### config.mk
export PLATFORM = sky130hd
export DESIGN_NAME = g2b_rr_arbiter
export DESIGN_NICKNAME = d
export VERILOG_FILES = /design/src/rtl/g2b_rr_arbiter.sv
export SDC_FILE = /design/constraint.sdc
export NUM_CORES = 1
export LEC_CHECK = 0
export BUFFER_PORTS_ARGS = -buffer_cell sky130_fd_sc_hd__buf_4
export CAP_MARGIN = 20
export CELL_PAD_IN_SITES_DETAIL_PLACEMENT = 0
export CELL_PAD_IN_SITES_GLOBAL_PLACEMENT = 1
export CORE_ASPECT_RATIO = 0.9
export CORE_UTILIZATION = 39
export CTS_BUF_LIST = sky130_fd_sc_hd__clkbuf_8
export DETAILED_ROUTE_END_ITERATION = 8
export PLACE_DENSITY_LB_ADDON = 0.1
export SLEW_MARGIN = 20
export SYNTH_ARGS = -nofsm -noshare
export SYNTH_HDL_FRONTEND = slang
export SYNTH_SLANG_ARGS = --single-unit
### constraint.sdc
create_clock -name clk -period 3.1 [get_ports clk]
set_input_delay 0.155 -clock clk [delete_from_list [all_inputs] [get_ports clk]]
set_output_delay 0.155 -clock clk [all_outputs]
set_load 0.1 [all_outputs]
### src/rtl/g2b_rr_arbiter.sv
// g2b_rr_arbiter: round-robin arbiter that shares one registered Gray-to-binary
// converter among N_REQ requesters and returns the result tagged with the
// requester index on a single valid/ready channel.
// Optional feature: define G2B_STEP_CHK_EN to flag results that are neither
// equal to nor one above the previous result from the same requester.
module g2b_rr_arbiter #(
    parameter int N_REQ = 4,
    parameter int WIDTH = 4,
    parameter int ID_W  = 2
) (
    input  logic                   clk,
    input  logic                   rst,
    input  logic [N_REQ-1:0]       req_valid,
    output logic [N_REQ-1:0]       req_ready,
    input  logic [N_REQ*WIDTH-1:0] req_gray,
    output logic                   out_valid,
    input  logic                   out_ready,
    output logic [WIDTH-1:0]       out_bin,
    output logic [ID_W-1:0]        out_id,
    output logic                   out_err
);

    typedef enum logic [1:0] {
        IDLE = 2'd0,
        CONV = 2'd1,
        OUT  = 2'd2
    } state_t;

    state_t            state;
    logic [ID_W-1:0]   ptr;
    logic [ID_W-1:0]   id_q;
    logic [WIDTH-1:0]  gray_q;

    logic [N_REQ-1:0]  req_rot;
    logic [ID_W:0]     idx_sum;
    logic [ID_W-1:0]   winner;
    logic [ID_W-1:0]   next_ptr;
    logic              found;
    logic [WIDTH-1:0]  gray_sel;
    logic [WIDTH-1:0]  conv_bin;
    logic              err_next;

    // Rotate the request vector so bit 0 is the requester at ptr, then take the first set bit
    always_comb begin
        req_rot = N_REQ'({req_valid, req_valid} >> ptr);
        found   = 1'b0;
        winner  = '0;
        idx_sum = '0;
        for (int k = 0; k < N_REQ; k++) begin
            if (!found && req_rot[k]) begin
                found   = 1'b1;
                idx_sum = {1'b0, ptr} + (ID_W+1)'(k);
                if (idx_sum >= (ID_W+1)'(N_REQ)) begin
                    idx_sum = idx_sum - (ID_W+1)'(N_REQ);
                end
                winner = idx_sum[ID_W-1:0];
            end
        end
    end

    // Pointer advances to the requester just after the winner, wrapping at N_REQ
    always_comb begin
        next_ptr = winner + ID_W'(1);
        if (winner == ID_W'(N_REQ - 1)) begin
            next_ptr = '0;
        end
    end

    // Select the winner's Gray word from the flattened request bus
    always_comb begin
        gray_sel = '0;
        for (int i = 0; i < N_REQ; i++) begin
            if (winner == ID_W'(i)) begin
                gray_sel = req_gray[i*WIDTH +: WIDTH];
            end
        end
    end

    // Grant is one-hot to the winner, only while idle and never while reset is asserted
    always_comb begin
        req_ready = '0;
        if (!rst && state == IDLE && found) begin
            req_ready[winner] = 1'b1;
        end
    end

    // Binary bit i is the XOR of all Gray bits from the MSB down to bit i
    always_comb begin
        conv_bin = '0;
        for (int i = 0; i < WIDTH; i++) begin
            conv_bin[i] = ^(gray_q >> i);
        end
    end

`ifdef G2B_STEP_CHK_EN
    logic [WIDTH-1:0] last_bin [N_REQ];
    logic [N_REQ-1:0] seen;
    logic [WIDTH-1:0] last_inc;

    // A step is legal if the value repeats or advances by exactly one (mod 2^WIDTH)
    always_comb begin
        last_inc = last_bin[id_q] + WIDTH'(1);
        err_next = seen[id_q] && (conv_bin != last_bin[id_q]) && (conv_bin != last_inc);
    end

    // Remember the last converted value of each requester once it has produced one
    always_ff @(posedge clk) begin
        if (rst) begin
            seen <= '0;
            for (int i = 0; i < N_REQ; i++) begin
                last_bin[i] <= '0;
            end
        end else if (state == CONV) begin
            last_bin[id_q] <= conv_bin;
            seen[id_q]     <= 1'b1;
        end
    end
`else
    assign err_next = 1'b0;
`endif

    // Main FSM: grant in IDLE, convert in CONV, hold the result in OUT until accepted
    always_ff @(posedge clk) begin
        if (rst) begin
            state     <= IDLE;
            ptr       <= '0;
            gray_q    <= '0;
            id_q      <= '0;
            out_valid <= 1'b0;
            out_bin   <= '0;
            out_id    <= '0;
            out_err   <= 1'b0;
        end else begin
            case (state)
                IDLE: begin
                    if (found) begin
                        gray_q <= gray_sel;
                        id_q   <= winner;
                        ptr    <= next_ptr;
                        state  <= CONV;
                    end
                end
                CONV: begin
                    out_bin   <= conv_bin;
                    out_id    <= id_q;
                    out_err   <= err_next;
                    out_valid <= 1'b1;
                    state     <= OUT;
                end
                OUT: begin
                    if (out_ready) begin
                        out_valid <= 1'b0;
                        state     <= IDLE;
                    end
                end
                default: begin
                    state <= IDLE;
                end
            endcase
        end
    end

endmodule
* Word level (Yosys, flattened, before mapping)
Index checks and enable logic that the tools add are counted.
** Word-level totals
- Word-level logic and storage cells :: 74
- Output and inout port bits :: 12
- Flip-flop bits (word level) :: 17
- Input bits :: 23
** Cells by class
- $lt $le $gt $ge :: 6
- Shift-type cells :: 1
- Add/sub/neg operators :: 8
- Equal/unequal tests :: 7
- Reductions and logical operators :: 20
- Muxes and demuxes :: 25
** Operators with widths (number)
- $mux 2 :: 11
- $mux 4 :: 5
- $reduce_xor 4->1 :: 4
- $ge 3x3->1 const B :: 3
- $shr 8x2->4 :: 1
- $sub 2x1->2 const B :: 4
- $add 2x2->3 const B :: 2
- $eq 2x2->1 const B :: 3
- $logic_and 1x1->1 :: 6
- $mux 1 :: 6
- $pmux 2 s3 :: 1
- $reduce_and 2->1 :: 3
- $eq 2x1->1 const B :: 2
- $logic_not 1->1 :: 4
- $logic_not 2->1 :: 2
- $ne 2x2->1 const B :: 2
- $add 2x1->3 const B :: 1
- $ge 2x3->1 const B :: 1
- $lt 2x3->1 const B :: 1
- $add 2x1->2 const B :: 1
- $demux 1 s2 :: 1
- $ge 2x1->1 const B :: 1
- $pmux 1 s2 :: 1
- $reduce_bool 2->1 :: 1

* Depth between registers and ports, before layout
- Depth in word-level cells :: 16
- Gate-level depth with buffers :: 8

* Worst setup path after synthesis
OpenSTA, ideal clock, no wires.
- Path type :: reg-to-output
- Start :: register ptr[1]
- End :: output port req_ready[2]
- Setup slack :: 979 ps
- Arrival :: 1966 ps
- Data required time :: 2945 ps
- Stages on the path, launching flop included :: 7
- Cell sequence :: dfxtp_1 or3b_2 o221a_2 inv_1 ha_1 buf_1 and3_2
** On the way
- Longest elaborated chain between the ends :: 16
- Elaborated cells on any way between the ends :: 37
- Classes of those cells :: add/sub (7); order compare (6); shift (1); mux (15); reduce/logical (8)
** Ends and longest elaborated chain
- start, declared :: line 30 : logic [ID_W-1:0] ptr;
- start signal, assigned :: line 139 : ptr <= next_ptr;
- parallel branches: the longest is 10 deep, another holds $add 2x1->3
- $mux 2 (*) :: line 50 : if (!found && req_rot[k]) begin
- net winner[0] :: line 36 : logic [ID_W-1:0] winner;
- $lt 2x3->1 (not written as such) or $ge 2x1->1 (tied branches) :: line 83 : req_ready[winner] = 1'b1;
- $logic_and 1x1->1 (not written as such) :: line 83
- $mux 1 (not written as such) :: line 83
- $demux 1 s2 (*) :: line 83
- $mux 4 (*) :: line 82 : if (!rst && state == IDLE && found) begin
- end, declared :: line 14 : output logic [N_REQ-1:0] req_ready,
Mark *: on every way through the listed nets, which the timed path passes.

* Final worst setup path
Same ends and word-level chain as after synthesis.

==> reports/metrics.yaml <==
status: "finished clean"
die_w_microns: 55.1
synth.most_common_cell: "dfxtp_1"
nets: 176
grt_max_degree: 18
seqPwrFrac: 0.354
n_fill_cell: 217
crit_path_end_kind: "output port"
gr-usage-all-layers: 0.183
synth_cells: 118
cts_hold_buf: 0
cts_made_buffers: 3
diodes: 0
area_growth_pct: 29.8
clockBufferDepth: 2
async_flop_share: 0
rows: 16
hold_depth: 3
fin_util: 0.563
cpPeakStageDelay_ps: 500
routed_via_density: 5.31
slew_viol_final: 0
placed_area_sq_um: 1240
synth_edf_count: 0
ys_ff_latch: 17
gp_congestion: 0.799
cp-start-kind: "register"
finClkSkew_ps: 1.67
seqCellArea_sq_um: 340
power.density_nw_per_um2: 604
reg2regPathDepth: 7
setup_violations: 0
worst-setup-path-type: "reg2out"
final_cell_area_sq_um: 1280
min_to: "gray_q[2]$_SDFFE_PP0P_"
peakVddDrop_mv: 0.521
worstPathBufferInverterCount: 2
r2r-end: "gray_q[3]$_SDFFE_PP0P_"
critPathSlowestCell: "or3b_2"
postCtsSetupRepairBufs: 0
grt.overflow.total: 0
cts_tree: "built"
critical_path.top_delay_family: "simple AND/OR/NAND/NOR gates"
drc: 0
cts_htree_levels: 1
final_layout_size_suffix_gt1_frac: 0.324
grt_setup_unrepaired: "no"
wl_mm: 2.21
arrival_ps: 2210
multi_input_area_sq_um: 588
finalHoldViolations: 0
tightest_slew_ps: 532
initial_core_util: 0.434
io_buffers: 33
syn_area_per_cell_sq_um: 8.39
r2r_slack_ps: 870
drtPass1Iterations: 5
die_height_microns: 49.8
cts_root_buf: "clkbuf_8"
cts.sinks: 17
dp.final_hpwl_mm: 1.70
synth_cell_types: 40
timing.rr.start: "ptr[1]$_SDFFE_PP0P_"
pwr-share-clk: 0.205
min_from: "req_gray[14]"
synthesis.nets: 145
grt_pass1_wl_mm: 3.67
max_freq_mhz: 424
crit_chain: "or3b_2 -> o221a_2 -> inv_1 -> ha_1 -> and3_2 -> buf_4"
clock_insertion_delay_worst_skew_ps: 250
combPwrFrac: 0.441
vias: 930
slew_headroom: 0.642
power_leakage_uw: 0.000565
syn_area_sq_um: 990
synth_commonest_cells: "17 x dfxtp_1, 15 x a21oi_1, 12 x nand2_1"
dominantRegCellSynth: "dfxtp_1"
finalCriticalPeriod_ps: 2360
antenna_found_initial: 0
grt_pass1_vias: 869
drt_iter0_drc: 15
core_area_sq_um: 2280
fin_crit_sh: 0.761
synth_top_area_share: 0.344
yosysTopAreaCell: "dfxtp_1"
crit_fanout: 9
ant_nets: 0
ys_seq_area_frac: 0.344
maxCapViolCount: 0
die_area_sq_um: 2740
p_int_uw: 463
ctsResizeCount: 0
path_clk_slew_ps: 60
tns_ps: 0
yosysWarnings: 0
ios: 35
cp.required_ps: 2940
synth_area_leaders: "dfxtp_1 34%, a21oi_1 7.6%, ha_1 5.1%"
p_switching_uw: 314
switching_share: 0.404
wl_per_cell_microns: 12.6
hold_class: "in2reg"
[layer usage]
metal	GRT usage	routed length, microns	share of wire
met5	0	0	0
met1	0.241	1040	0.47
met4	0.0125	0	0
met3	0.0648	116	0.052
met2	0.295	1050	0.47
[worst min-delay path, stage by stage]
cell,delay [ps]
buf_4,110
nand2_1,50
a311oi_1,80
[how the worst max path moves through the flow]
stage | from | end | slack (ps) | cells past startpoint
5_1_grt | ptr[1]$_SDFFE_PP0P_ | req_ready[1] | 620 | 6
6_report | ptr[1]$_SDFFE_PP0P_ | req_ready[2] | 740 | 6
3_5_place_dp | ptr[1]$_SDFFE_PP0P_ | gray_q[3]$_SDFFE_PP0P_ | 900 | 7
4_1_cts | ptr[1]$_SDFFE_PP0P_ | req_ready[2] | 740 | 6
2_1_floorplan | ptr[1]$_SDFFE_PP0P_ | req_ready[2] | 980 | 6
3_3_place_gp | ptr[1]$_SDFFE_PP0P_ | gray_q[3]$_SDFFE_PP0P_ | 960 | 7
[cell usage in the layout (no fill, tap or decap), types with 2 or more instances in the layout]
cell type,instances
o21ai_0,3
clkbuf_8,3
a311oi_1,5
inv_1,9
ha_1,4
nand2_1,12
nor2_1,5
dfxtp_1,17
nor2b_1,2
or3b_2,2
a21oi_1,15
or2_2,2
nand3b_1,5
nand3_1,2
and3_2,4
buf_4,33
a221o_1,4
[metrics by stage]
stage          hold slack [ps]  std cells  total power (uW)  setup WS [ps]
2_1_floorplan              318        118               542            979
3_3_place_gp               438        171               618            959
3_5_place_dp               447        171               621            901
4_1_cts                    182        175               783            742
5_1_grt                    192        175               825            622
6_report                   183        175               777            740
[cells by family (layout without fill, tap and decap cells)]
family,Yosys count,in the layout,synth area share
multiplexers,1,1,0.0101
other,1,1,0.00379
AND/OR/NAND/NOR,40,40,0.226
flip-flops,17,17,0.344
buffers and inverters,15,45,0.0619
adder cells (fa/ha/maj),4,4,0.0506
AO/OA/AOI/OAI,37,37,0.263
XOR/XNOR,3,3,0.0405
[registers in the layout (all words and copies together), names as in the netlist]
register / flops
state: 2
out_bin: 4
gray_q: 4
ptr: 2
out_valid: 1
out_id: 2
id_q: 2
[power groups by stage]
stage / clock, uW / combinational (uW) / sequential, uW
detailed placement: 0 / 341 / 280
finish: 159 / 342 / 275
CTS: 164 / 343 / 275
floorplan: 0 / 200 / 342
global placement: 0 / 340 / 278
global route: 175 / 371 / 279
[area by class of cell]
| cell class | count | area share |
|---|---|---|
| tap | 27 | 0.0263 |
| clock inverter | 1 | 0.00292 |
| clock buffer | 3 | 0.0321 |
| sequential | 17 | 0.265 |
| multi-input combinational | 86 | 0.458 |
| inverter | 8 | 0.0234 |
| timing repair buffer | 33 | 0.193 |
Power figures use the tool's default switching activity.
